**src/rtl/uart_mmio_pkg.sv**
```systemverilog
// Shared register offsets, STATUS bit positions and FSM state types for uart_mmio.
package uart_mmio_pkg;

    localparam logic [4:0] TXDATA_OFF  = 5'h00;
    localparam logic [4:0] RXDATA_OFF  = 5'h04;
    localparam logic [4:0] STATUS_OFF  = 5'h08;
    localparam logic [4:0] BAUDDIV_OFF = 5'h0C;
    localparam logic [4:0] CTRL_OFF    = 5'h10;

    localparam int ST_TX_EMPTY = 0;
    localparam int ST_TX_FULL  = 1;
    localparam int ST_RX_EMPTY = 2;
    localparam int ST_RX_FULL  = 3;
    localparam int ST_TX_OVF   = 4;
    localparam int ST_RX_OVR   = 5;
    localparam int ST_FRM_ERR  = 6;
    localparam int ST_TX_BUSY  = 7;

    typedef enum logic [1:0] {TX_IDLE, TX_START, TX_DATA, TX_STOP} tx_state_t;
    typedef enum logic [1:0] {RX_IDLE, RX_START, RX_DATA, RX_STOP} rx_state_t;

endpackage

```
**src/rtl/uart_fifo.sv**
```systemverilog
// Synchronous FIFO; a push while full is accepted only when a pop frees a slot in the same cycle.
module uart_fifo #(
    parameter int WIDTH = 8,
    parameter int DEPTH = 16
) (
    input  logic                     clk,
    input  logic                     rst,
    input  logic                     push,
    input  logic                     pop,
    input  logic [WIDTH-1:0]         din,
    output logic [WIDTH-1:0]         dout,
    output logic                     empty,
    output logic                     full,
    output logic [$clog2(DEPTH):0]   count
);
    localparam int AW = $clog2(DEPTH);

    logic [WIDTH-1:0] mem_q [DEPTH];
    logic [AW-1:0]    wptr_q, rptr_q;
    logic [AW:0]      count_q;
    logic             do_push, do_pop;

    assign empty   = (count_q == '0);
    assign full    = (count_q == (AW+1)'(DEPTH));
    assign count   = count_q;
    assign dout    = mem_q[rptr_q];
    assign do_pop  = pop && !empty;
    assign do_push = push && (!full || do_pop);

    always_ff @(posedge clk) begin
        if (rst) begin
            wptr_q  <= '0;
            rptr_q  <= '0;
            count_q <= '0;
        end else begin
            if (do_push) wptr_q <= wptr_q + AW'(1);
            if (do_pop)  rptr_q <= rptr_q + AW'(1);
            case ({do_push, do_pop})
                2'b10:   count_q <= count_q + (AW+1)'(1);
                2'b01:   count_q <= count_q - (AW+1)'(1);
                default: count_q <= count_q;
            endcase
        end
    end

    // Storage carries data only, so it is left out of reset.
    always_ff @(posedge clk) begin
        if (do_push) mem_q[wptr_q] <= din;
    end

endmodule

```
**src/rtl/uart_mmio.sv**
```systemverilog
// Memory-mapped UART: register file, TX serializer and RX deserializer around two byte FIFOs.
module uart_mmio
    import uart_mmio_pkg::*;
#(
    parameter int ADDR_WIDTH  = 12,
    parameter int DATA_WIDTH  = 32,
    parameter int FIFO_DEPTH  = 16,
    parameter int DEFAULT_DIV = 868
) (
    input  logic                  clk,
    input  logic                  rst,
    input  logic [ADDR_WIDTH-1:0] uart_addr_i,
    input  logic [DATA_WIDTH-1:0] uart_wdata_i,
    input  logic                  uart_write_i,
    input  logic                  uart_enable_i,
    output logic [DATA_WIDTH-1:0] uart_rdata_o,
    output logic                  uart_tx_o,
    input  logic                  uart_rx_i,
    output logic                  uart_irq_o
);
    localparam int CW = $clog2(FIFO_DEPTH) + 1;

    function automatic logic [15:0] eff_div(input logic [15:0] v);
        return (v < 16'd4) ? 16'd4 : v;
    endfunction

    logic [15:0] baud_q;
    logic [3:0]  ctrl_q;
    logic        tx_ovf_q, rx_ovr_q, frame_err_q, irq_q;
    logic [DATA_WIDTH-1:0] rdata_q, rd_val;

    logic        mapped, acc_wr, acc_rd, sts_w1c;
    logic [4:0]  reg_off;
    logic        tx_push, tx_pop, tx_empty, tx_full, tx_busy;
    logic        rx_push, rx_pop, rx_empty, rx_full;
    logic [7:0]  tx_dout, rx_dout;
    logic [CW-1:0] tx_count, rx_count;
    logic        tx_ovf_set, rx_ovr_set, frame_err_set;
    logic [7:0]  status;

    tx_state_t   tx_state_q, tx_state_d;
    logic [15:0] tx_cnt_q, tx_cnt_d, tx_div_q, tx_div_d;
    logic [7:0]  tx_shift_q, tx_shift_d;
    logic [2:0]  tx_bit_q, tx_bit_d;
    logic        tx_line_q, tx_line_d;

    rx_state_t   rx_state_q, rx_state_d;
    logic [15:0] rx_cnt_q, rx_cnt_d, rx_div_q, rx_div_d;
    logic [7:0]  rx_shift_q, rx_shift_d;
    logic [2:0]  rx_bit_q, rx_bit_d;
    logic [1:0]  rx_sync_q;
    logic        rx_prev_q, rx_s;

    logic        unused_bits;
    assign unused_bits = ^{uart_wdata_i[DATA_WIDTH-1:16], uart_addr_i[1:0], tx_count, rx_count};

    assign mapped  = uart_enable_i && (uart_addr_i[ADDR_WIDTH-1:5] == '0);
    assign reg_off = {uart_addr_i[4:2], 2'b00};
    assign acc_wr  = mapped && uart_write_i;
    assign acc_rd  = mapped && !uart_write_i;
    assign sts_w1c = acc_wr && (reg_off == STATUS_OFF);
    assign tx_push = acc_wr && (reg_off == TXDATA_OFF);
    assign rx_pop  = acc_rd && (reg_off == RXDATA_OFF) && !rx_empty;
    assign tx_ovf_set = tx_push && tx_full && !tx_pop;
    assign tx_busy = (tx_state_q != TX_IDLE);
    assign rx_s    = rx_sync_q[1];

    always_comb begin
        status              = '0;
        status[ST_TX_EMPTY] = tx_empty;
        status[ST_TX_FULL]  = tx_full;
        status[ST_RX_EMPTY] = rx_empty;
        status[ST_RX_FULL]  = rx_full;
        status[ST_TX_OVF]   = tx_ovf_q;
        status[ST_RX_OVR]   = rx_ovr_q;
        status[ST_FRM_ERR]  = frame_err_q;
        status[ST_TX_BUSY]  = tx_busy;
    end

    uart_fifo #(.WIDTH(8), .DEPTH(FIFO_DEPTH)) u_tx_fifo (
        .clk(clk), .rst(rst), .push(tx_push), .pop(tx_pop), .din(uart_wdata_i[7:0]),
        .dout(tx_dout), .empty(tx_empty), .full(tx_full), .count(tx_count)
    );

    uart_fifo #(.WIDTH(8), .DEPTH(FIFO_DEPTH)) u_rx_fifo (
        .clk(clk), .rst(rst), .push(rx_push), .pop(rx_pop), .din(rx_shift_q),
        .dout(rx_dout), .empty(rx_empty), .full(rx_full), .count(rx_count)
    );

    always_comb begin
        rd_val = '0;
        if (acc_rd) begin
            case (reg_off)
                TXDATA_OFF:  rd_val[0] = tx_full;
                RXDATA_OFF:  if (!rx_empty) rd_val[8:0] = {1'b1, rx_dout};
                STATUS_OFF:  rd_val[7:0] = status;
                BAUDDIV_OFF: rd_val[15:0] = baud_q;
                CTRL_OFF:    rd_val[3:0] = ctrl_q;
                default:     rd_val = '0;
            endcase
        end
    end

    always_ff @(posedge clk) begin
        if (rst) begin
            baud_q      <= 16'(DEFAULT_DIV);
            ctrl_q      <= 4'h3;
            tx_ovf_q    <= 1'b0;
            rx_ovr_q    <= 1'b0;
            frame_err_q <= 1'b0;
            rdata_q     <= '0;
            irq_q       <= 1'b0;
        end else begin
            if (acc_wr && reg_off == BAUDDIV_OFF) baud_q <= uart_wdata_i[15:0];
            if (acc_wr && reg_off == CTRL_OFF)    ctrl_q <= uart_wdata_i[3:0];
            // New events win over a same-cycle W1C so none is lost.
            tx_ovf_q    <= tx_ovf_set    | (tx_ovf_q    & ~(sts_w1c & uart_wdata_i[ST_TX_OVF]));
            rx_ovr_q    <= rx_ovr_set    | (rx_ovr_q    & ~(sts_w1c & uart_wdata_i[ST_RX_OVR]));
            frame_err_q <= frame_err_set | (frame_err_q & ~(sts_w1c & uart_wdata_i[ST_FRM_ERR]));
            if (uart_enable_i && !uart_write_i) rdata_q <= rd_val;
            irq_q <= (ctrl_q[2] & ~rx_empty) | (ctrl_q[3] & tx_empty & ~tx_busy);
        end
    end

    assign uart_rdata_o = rdata_q;
    assign uart_irq_o   = irq_q;
    assign uart_tx_o    = tx_line_q;

    // TX: each state spans exactly tx_div_q clocks, counted down to zero.
    always_comb begin
        tx_state_d = tx_state_q;
        tx_cnt_d   = tx_cnt_q;
        tx_div_d   = tx_div_q;
        tx_shift_d = tx_shift_q;
        tx_bit_d   = tx_bit_q;
        tx_line_d  = tx_line_q;
        tx_pop     = 1'b0;
        case (tx_state_q)
            TX_IDLE: begin
                tx_line_d = 1'b1;
                if (ctrl_q[0] && !tx_empty) begin
                    tx_pop     = 1'b1;
                    tx_state_d = TX_START;
                    tx_div_d   = eff_div(baud_q);
                    tx_cnt_d   = eff_div(baud_q) - 16'd1;
                    tx_shift_d = tx_dout;
                    tx_line_d  = 1'b0;
                end
            end
            TX_START: begin
                if (tx_cnt_q == 16'd0) begin
                    tx_state_d = TX_DATA;
                    tx_cnt_d   = tx_div_q - 16'd1;
                    tx_bit_d   = 3'd0;
                    tx_line_d  = tx_shift_q[0];
                end else begin
                    tx_cnt_d = tx_cnt_q - 16'd1;
                end
            end
            TX_DATA: begin
                if (tx_cnt_q == 16'd0) begin
                    tx_cnt_d   = tx_div_q - 16'd1;
                    tx_shift_d = {1'b0, tx_shift_q[7:1]};
                    if (tx_bit_q == 3'd7) begin
                        tx_state_d = TX_STOP;
                        tx_line_d  = 1'b1;
                    end else begin
                        tx_bit_d  = tx_bit_q + 3'd1;
                        tx_line_d = tx_shift_q[1];
                    end
                end else begin
                    tx_cnt_d = tx_cnt_q - 16'd1;
                end
            end
            TX_STOP: begin
                if (tx_cnt_q == 16'd0) begin
                    if (ctrl_q[0] && !tx_empty) begin
                        tx_pop     = 1'b1;
                        tx_state_d = TX_START;
                        tx_div_d   = eff_div(baud_q);
                        tx_cnt_d   = eff_div(baud_q) - 16'd1;
                        tx_shift_d = tx_dout;
                        tx_line_d  = 1'b0;
                    end else begin
                        tx_state_d = TX_IDLE;
                    end
                end else begin
                    tx_cnt_d = tx_cnt_q - 16'd1;
                end
            end
            default: tx_state_d = TX_IDLE;
        endcase
    end

    // RX: first check at half a bit, then one sample per bit period.
    always_comb begin
        rx_state_d    = rx_state_q;
        rx_cnt_d      = rx_cnt_q;
        rx_div_d      = rx_div_q;
        rx_shift_d    = rx_shift_q;
        rx_bit_d      = rx_bit_q;
        rx_push       = 1'b0;
        rx_ovr_set    = 1'b0;
        frame_err_set = 1'b0;
        case (rx_state_q)
            RX_IDLE: begin
                if (ctrl_q[1] && rx_prev_q && !rx_s) begin
                    rx_state_d = RX_START;
                    rx_div_d   = eff_div(baud_q);
                    rx_cnt_d   = (eff_div(baud_q) >> 1) - 16'd1;
                end
            end
            RX_START: begin
                if (rx_cnt_q == 16'd0) begin
                    if (rx_s) begin
                        rx_state_d = RX_IDLE;
                    end else begin
                        rx_state_d = RX_DATA;
                        rx_cnt_d   = rx_div_q - 16'd1;
                        rx_bit_d   = 3'd0;
                    end
                end else begin
                    rx_cnt_d = rx_cnt_q - 16'd1;
                end
            end
            RX_DATA: begin
                if (rx_cnt_q == 16'd0) begin
                    rx_shift_d = {rx_s, rx_shift_q[7:1]};
                    rx_cnt_d   = rx_div_q - 16'd1;
                    if (rx_bit_q == 3'd7) rx_state_d = RX_STOP;
                    else                  rx_bit_d   = rx_bit_q + 3'd1;
                end else begin
                    rx_cnt_d = rx_cnt_q - 16'd1;
                end
            end
            RX_STOP: begin
                if (rx_cnt_q == 16'd0) begin
                    rx_state_d = RX_IDLE;
                    if (!rx_s)                    frame_err_set = 1'b1;
                    else if (rx_full && !rx_pop)  rx_ovr_set    = 1'b1;
                    else                          rx_push       = 1'b1;
                end else begin
                    rx_cnt_d = rx_cnt_q - 16'd1;
                end
            end
            default: rx_state_d = RX_IDLE;
        endcase
    end

    always_ff @(posedge clk) begin
        if (rst) begin
            tx_state_q <= TX_IDLE;
            tx_cnt_q   <= '0;
            tx_div_q   <= 16'(DEFAULT_DIV);
            tx_bit_q   <= '0;
            tx_line_q  <= 1'b1;
            rx_state_q <= RX_IDLE;
            rx_cnt_q   <= '0;
            rx_div_q   <= 16'(DEFAULT_DIV);
            rx_bit_q   <= '0;
            rx_sync_q  <= 2'b11;
            rx_prev_q  <= 1'b1;
        end else begin
            tx_state_q <= tx_state_d;
            tx_cnt_q   <= tx_cnt_d;
            tx_div_q   <= tx_div_d;
            tx_bit_q   <= tx_bit_d;
            tx_line_q  <= tx_line_d;
            rx_state_q <= rx_state_d;
            rx_cnt_q   <= rx_cnt_d;
            rx_div_q   <= rx_div_d;
            rx_bit_q   <= rx_bit_d;
            rx_sync_q  <= {rx_sync_q[0], uart_rx_i};
            rx_prev_q  <= rx_s;
        end
    end

    always_ff @(posedge clk) begin
        tx_shift_q <= tx_shift_d;
        rx_shift_q <= rx_shift_d;
    end

endmodule

```
**config.mk**
```make
export PLATFORM = sky130hd
export DESIGN_NAME = uart_mmio
export DESIGN_NICKNAME = d
export VERILOG_FILES = /design/src/rtl/uart_mmio_pkg.sv /design/src/rtl/uart_fifo.sv /design/src/rtl/uart_mmio.sv
export SDC_FILE = /design/constraint.sdc
export NUM_CORES = 1
export LEC_CHECK = 0
export CAP_MARGIN = 0
export CORE_UTILIZATION = 35
export CTS_CLUSTER_SIZE = 8
export DETAILED_ROUTE_END_ITERATION = 6
export GPL_TIMING_DRIVEN = 0
export PLACE_DENSITY_LB_ADDON = 0.12
export SYNTH_ARGS = -nofsm -noshare
export SYNTH_HDL_FRONTEND = slang
export SYNTH_SLANG_ARGS = --single-unit
```
**constraint.sdc**
```tcl
create_clock -name clk -period 3.55 [get_ports clk]
set_input_delay 0.71 -clock clk [delete_from_list [all_inputs] [get_ports clk]]
set_output_delay 0.71 -clock clk [all_outputs]
set_load 0.03 [all_outputs]
```
==> results.json <==
{
  "tightest_slew_ps": 1091,
  "yosysWarnings": 0,
  "initial_core_util_pct": 35.47,
  "place_ws_ps": -1393,
  "synthSimpleGateAreaFrac_pct": 12.77,
  "synth_top_family_by_area": "simple AND/OR/NAND/NOR gates",
  "async_flop_share_pct": 0,
  "cp.required_ps": 4010,
  "cts_htree_levels": 2,
  "drt_iter0_drc": 939,
  "maxCapViolations": 0,
  "ys_ff_latch": 424,
  "drc": 0,
  "syn2layout_area_growth_pct": 18.88,
  "first_pass_iters": 5,
  "cp_max_fo": 6,
  "antenna_found_initial": 1,
  "avgSynthCellArea_sq_um": 12.28,
  "hold_depth": 1,
  "drive_gt1_share_pct": 15.47,
  "leakage_nw": 7.622,
  "r2r_start": "rx_cnt_q[1]",
  "die_w_microns": 238.3,
  "grt_pass1_wl_microns": 85260,
  "r2r-end": "u_rx_fifo.count[4]",
  "num_rows": 86,
  "p_per_area_mw_per_mm2": 535.9,
  "synth_compound_area_share_pct": 9.727,
  "detail-route-antenna-nets": 0,
  "reg2reg_depth": 16,
  "cts_buffers": 59,
  "ff2ff_setup_slack_ps": 120,
  "globalRoute.totalOverflow": 0,
  "via_per_inst": 5.319,
  "core_area_sq_mm": 0.05509,
  "end_kind": "flip-flop",
  "grt_pass1_vias": 13500,
  "grt_max_degree": 19,
  "yosysSeqAreaShare_pct": 57.37,
  "synthCells": 1591,
  "finClkSkew_ps": 20.36,
  "whs_endpoint": "rx_sync_q[1]",
  "fin_ws_ps": 61.48,
  "status": "finished clean",
  "wl_per_cell_microns": 22.03,
  "synthMuxAreaShare_pct": 10.42,
  "fmax_ghz": 0.2867,
  "drt-total-wl_microns": 55520,
  "yosys.area_share.adder_pct": 2.766,
  "routabilityCongestion": 0.8669,
  "synth_cell_types": 85,
  "critPathArrivalTime_ps": 3950,
  "synth_area_sq_mm": 0.01954,
  "cts-root-buf": "clkbuf_16",
  "vias": 13400,
  "portBuffers": 46,
  "finalNetCount": 1818,
  "worstHoldPathType": "reg2reg",
  "hold_viol": 0,
  "io_pins": 83,
  "synth_area_leaders": "edfxtp_1, dfxtp_1, mux4_2",
  "synth_flop_cell": "edfxtp_1",
  "grt_use_total_pct": 20.00,
  "cts_hold_buf": 0,
  "whs_ps": 411.9,
  "totalPowerFinal_mw": 12.45,
  "final-setup-viol-count": 0,
  "worstSkewPairLatency_ps": 620,
  "path_clk_slew_ps": 60,
  "ir_worst_vdd_uv": 474.2,
  "die-area_sq_mm": 0.05678,
  "maxSlewHeadroom_pct": 27.25,
  "fin_crit_sh_pct": 98.27,
  "synth_edf_count": 272,
  "synth.most_common_cell": "edfxtp_1",
  "hold_start": "rx_sync_q[0]",
  "yosys.area.top_type_share_pct": 41.80,
  "clock_path_buffers": 3,
  "period_minus_slack_ps": 3489,
  "die_h_microns": 238.3,
  "path_class": "in2reg",
  "place_hpwl_microns": 38100,
  "cts_tree": "yes",
  "synth_xor_area_share_pct": 3.451,
  "rsz0062_at_grt": "yes",
  "synth_commonest_cells": "edfxtp_1, dfxtp_1, nand2_1",
  "cts_num_sinks": 424,
  "cp-start-kind": "primary input",
  "slew_violations": 0,
  "synth_top_cell_by_area": "edfxtp_1"
}
worst max-delay path: stages:
cell and delay (ps):
clkdlybuf4s50_1 440, nor4_4 460, nand3b_1 330, o21bai_2 250, and2_1 140, buf_2 170
inv_2 90, ha_2 200, ha_1 310, nor2b_1 150, o21ai_0 200, a21oi_1 110
nor3_2 190, xnor2_1 140, nor2_1 50
state kept, by name, indices dropped and copies added (netlist names), 8 cells and up, named ones only:
name             cells
tx_div_q            16
rx_shift_q           8
u_tx_fifo.mem_q    128
baud_q              16
tx_shift_q           8
u_rx_fifo.mem_q    128
rx_cnt_q            16
rx_div_q            16
uart_rdata_o        16
tx_cnt_q            16
cell type report:
class                           instances  area [sq um]
Buffer                                105         508.0
Fill cell                            5312         31860
Multi-Input combinational cell       1031          8090
Clock inverter                          2         50.05
Timing Repair Buffer                   66         610.6
Sequential cell                       424         11220
Tap cell                              748         935.9
Inverter                               40         150.1
Clock buffer                          103          1663
Antenna cell                            1         2.502
report_power, final:
part | internal (mW) | leakage, nW | switching (mW) | total [mW]
clock | 3.14 | 0.811 | 2.13 | 5.26
combinational | 0.664 | 3.14 | 1.14 | 1.81
sequential | 5.29 | 3.67 | 0.0845 | 5.38
total | 9.09 | 7.62 | 3.35 | 12.4
worst max path at each step:
stage	start	to	slack [ps]	depth (start not counted)
floorplan	baud_q[11]	tx_cnt_q[10]	10	13
global route	uart_addr_i[11]	u_rx_fifo.count[4]	-90	15
finish	uart_addr_i[6]	u_rx_fifo.count[4]	60	15
detailed placement	uart_enable_i	u_tx_fifo.mem_q[3][0]	-1390	6
global placement	uart_enable_i	u_tx_fifo.count[4]	-1400	15
CTS	u_tx_fifo.count[3]	u_tx_fifo.count[4]	1	15
per-stage QoR:
| stage | utilization (%) | TNS (ps) | area [sq um] | instances |
|---|---|---|---|---|
| 5_1_grt | 42.16 | -116.7 | 23230 | 2520 |
| 4_1_cts | 41.96 | 0 | 23120 | 2516 |
| 2_1_floorplan | - | 0 | 19600 | 1606 |
| 6_report | 42.16 | 0 | 23230 | 2520 |
| 3_5_place_dp | 38.14 | -184190 | 21010 | 2400 |
| 3_3_place_gp | 38.10 | -194640 | 20990 | 2400 |
cells in the final DEF, fill, tap and decap left out, drive strengths merged, types with 42 or more instances in the layout:
cell	netlist	final
dfxtp	152	152
mux4	76	76
nand2	136	136
clkdlybuf4s50	0	46
o21ai	51	51
buf	41	60
clkbuf	70	168
xor2	42	42
edfxtp	272	272
nor2	133	133
a21oi	97	97
cells by family after synthesis:
group / count (synthesis)
buffers and inverters: 151
muxes: 108
xor gates and xnor gates: 77
adders and majority gates: 42
AOI/OAI and AO/OA: 290
other: 1
and+or+nand+nor: 498
DFF: 424
per-layer routing:
metal | vias up | wire length, microns | part of all wire [%] | GRT usage, %
met5 | - | 0 | 0 | 0
met2 | 372 | 25770 | 46 | 31.65
li1 | 6265 | - | - | -
met4 | 0 | 1248 | 2.2 | 5.556
met3 | 78 | 3104 | 5.6 | 4.072
met1 | 6689 | 25400 | 46 | 27.77
repair_timing:
item | CTS | global route
pin swaps | 11 | 9
gates resized for setup | 55 | 20
endpoints found under the setup margin | 129 | 19
buffers inserted | 15 | 5
No activity file was read; power rests on OpenSTA's default activity.
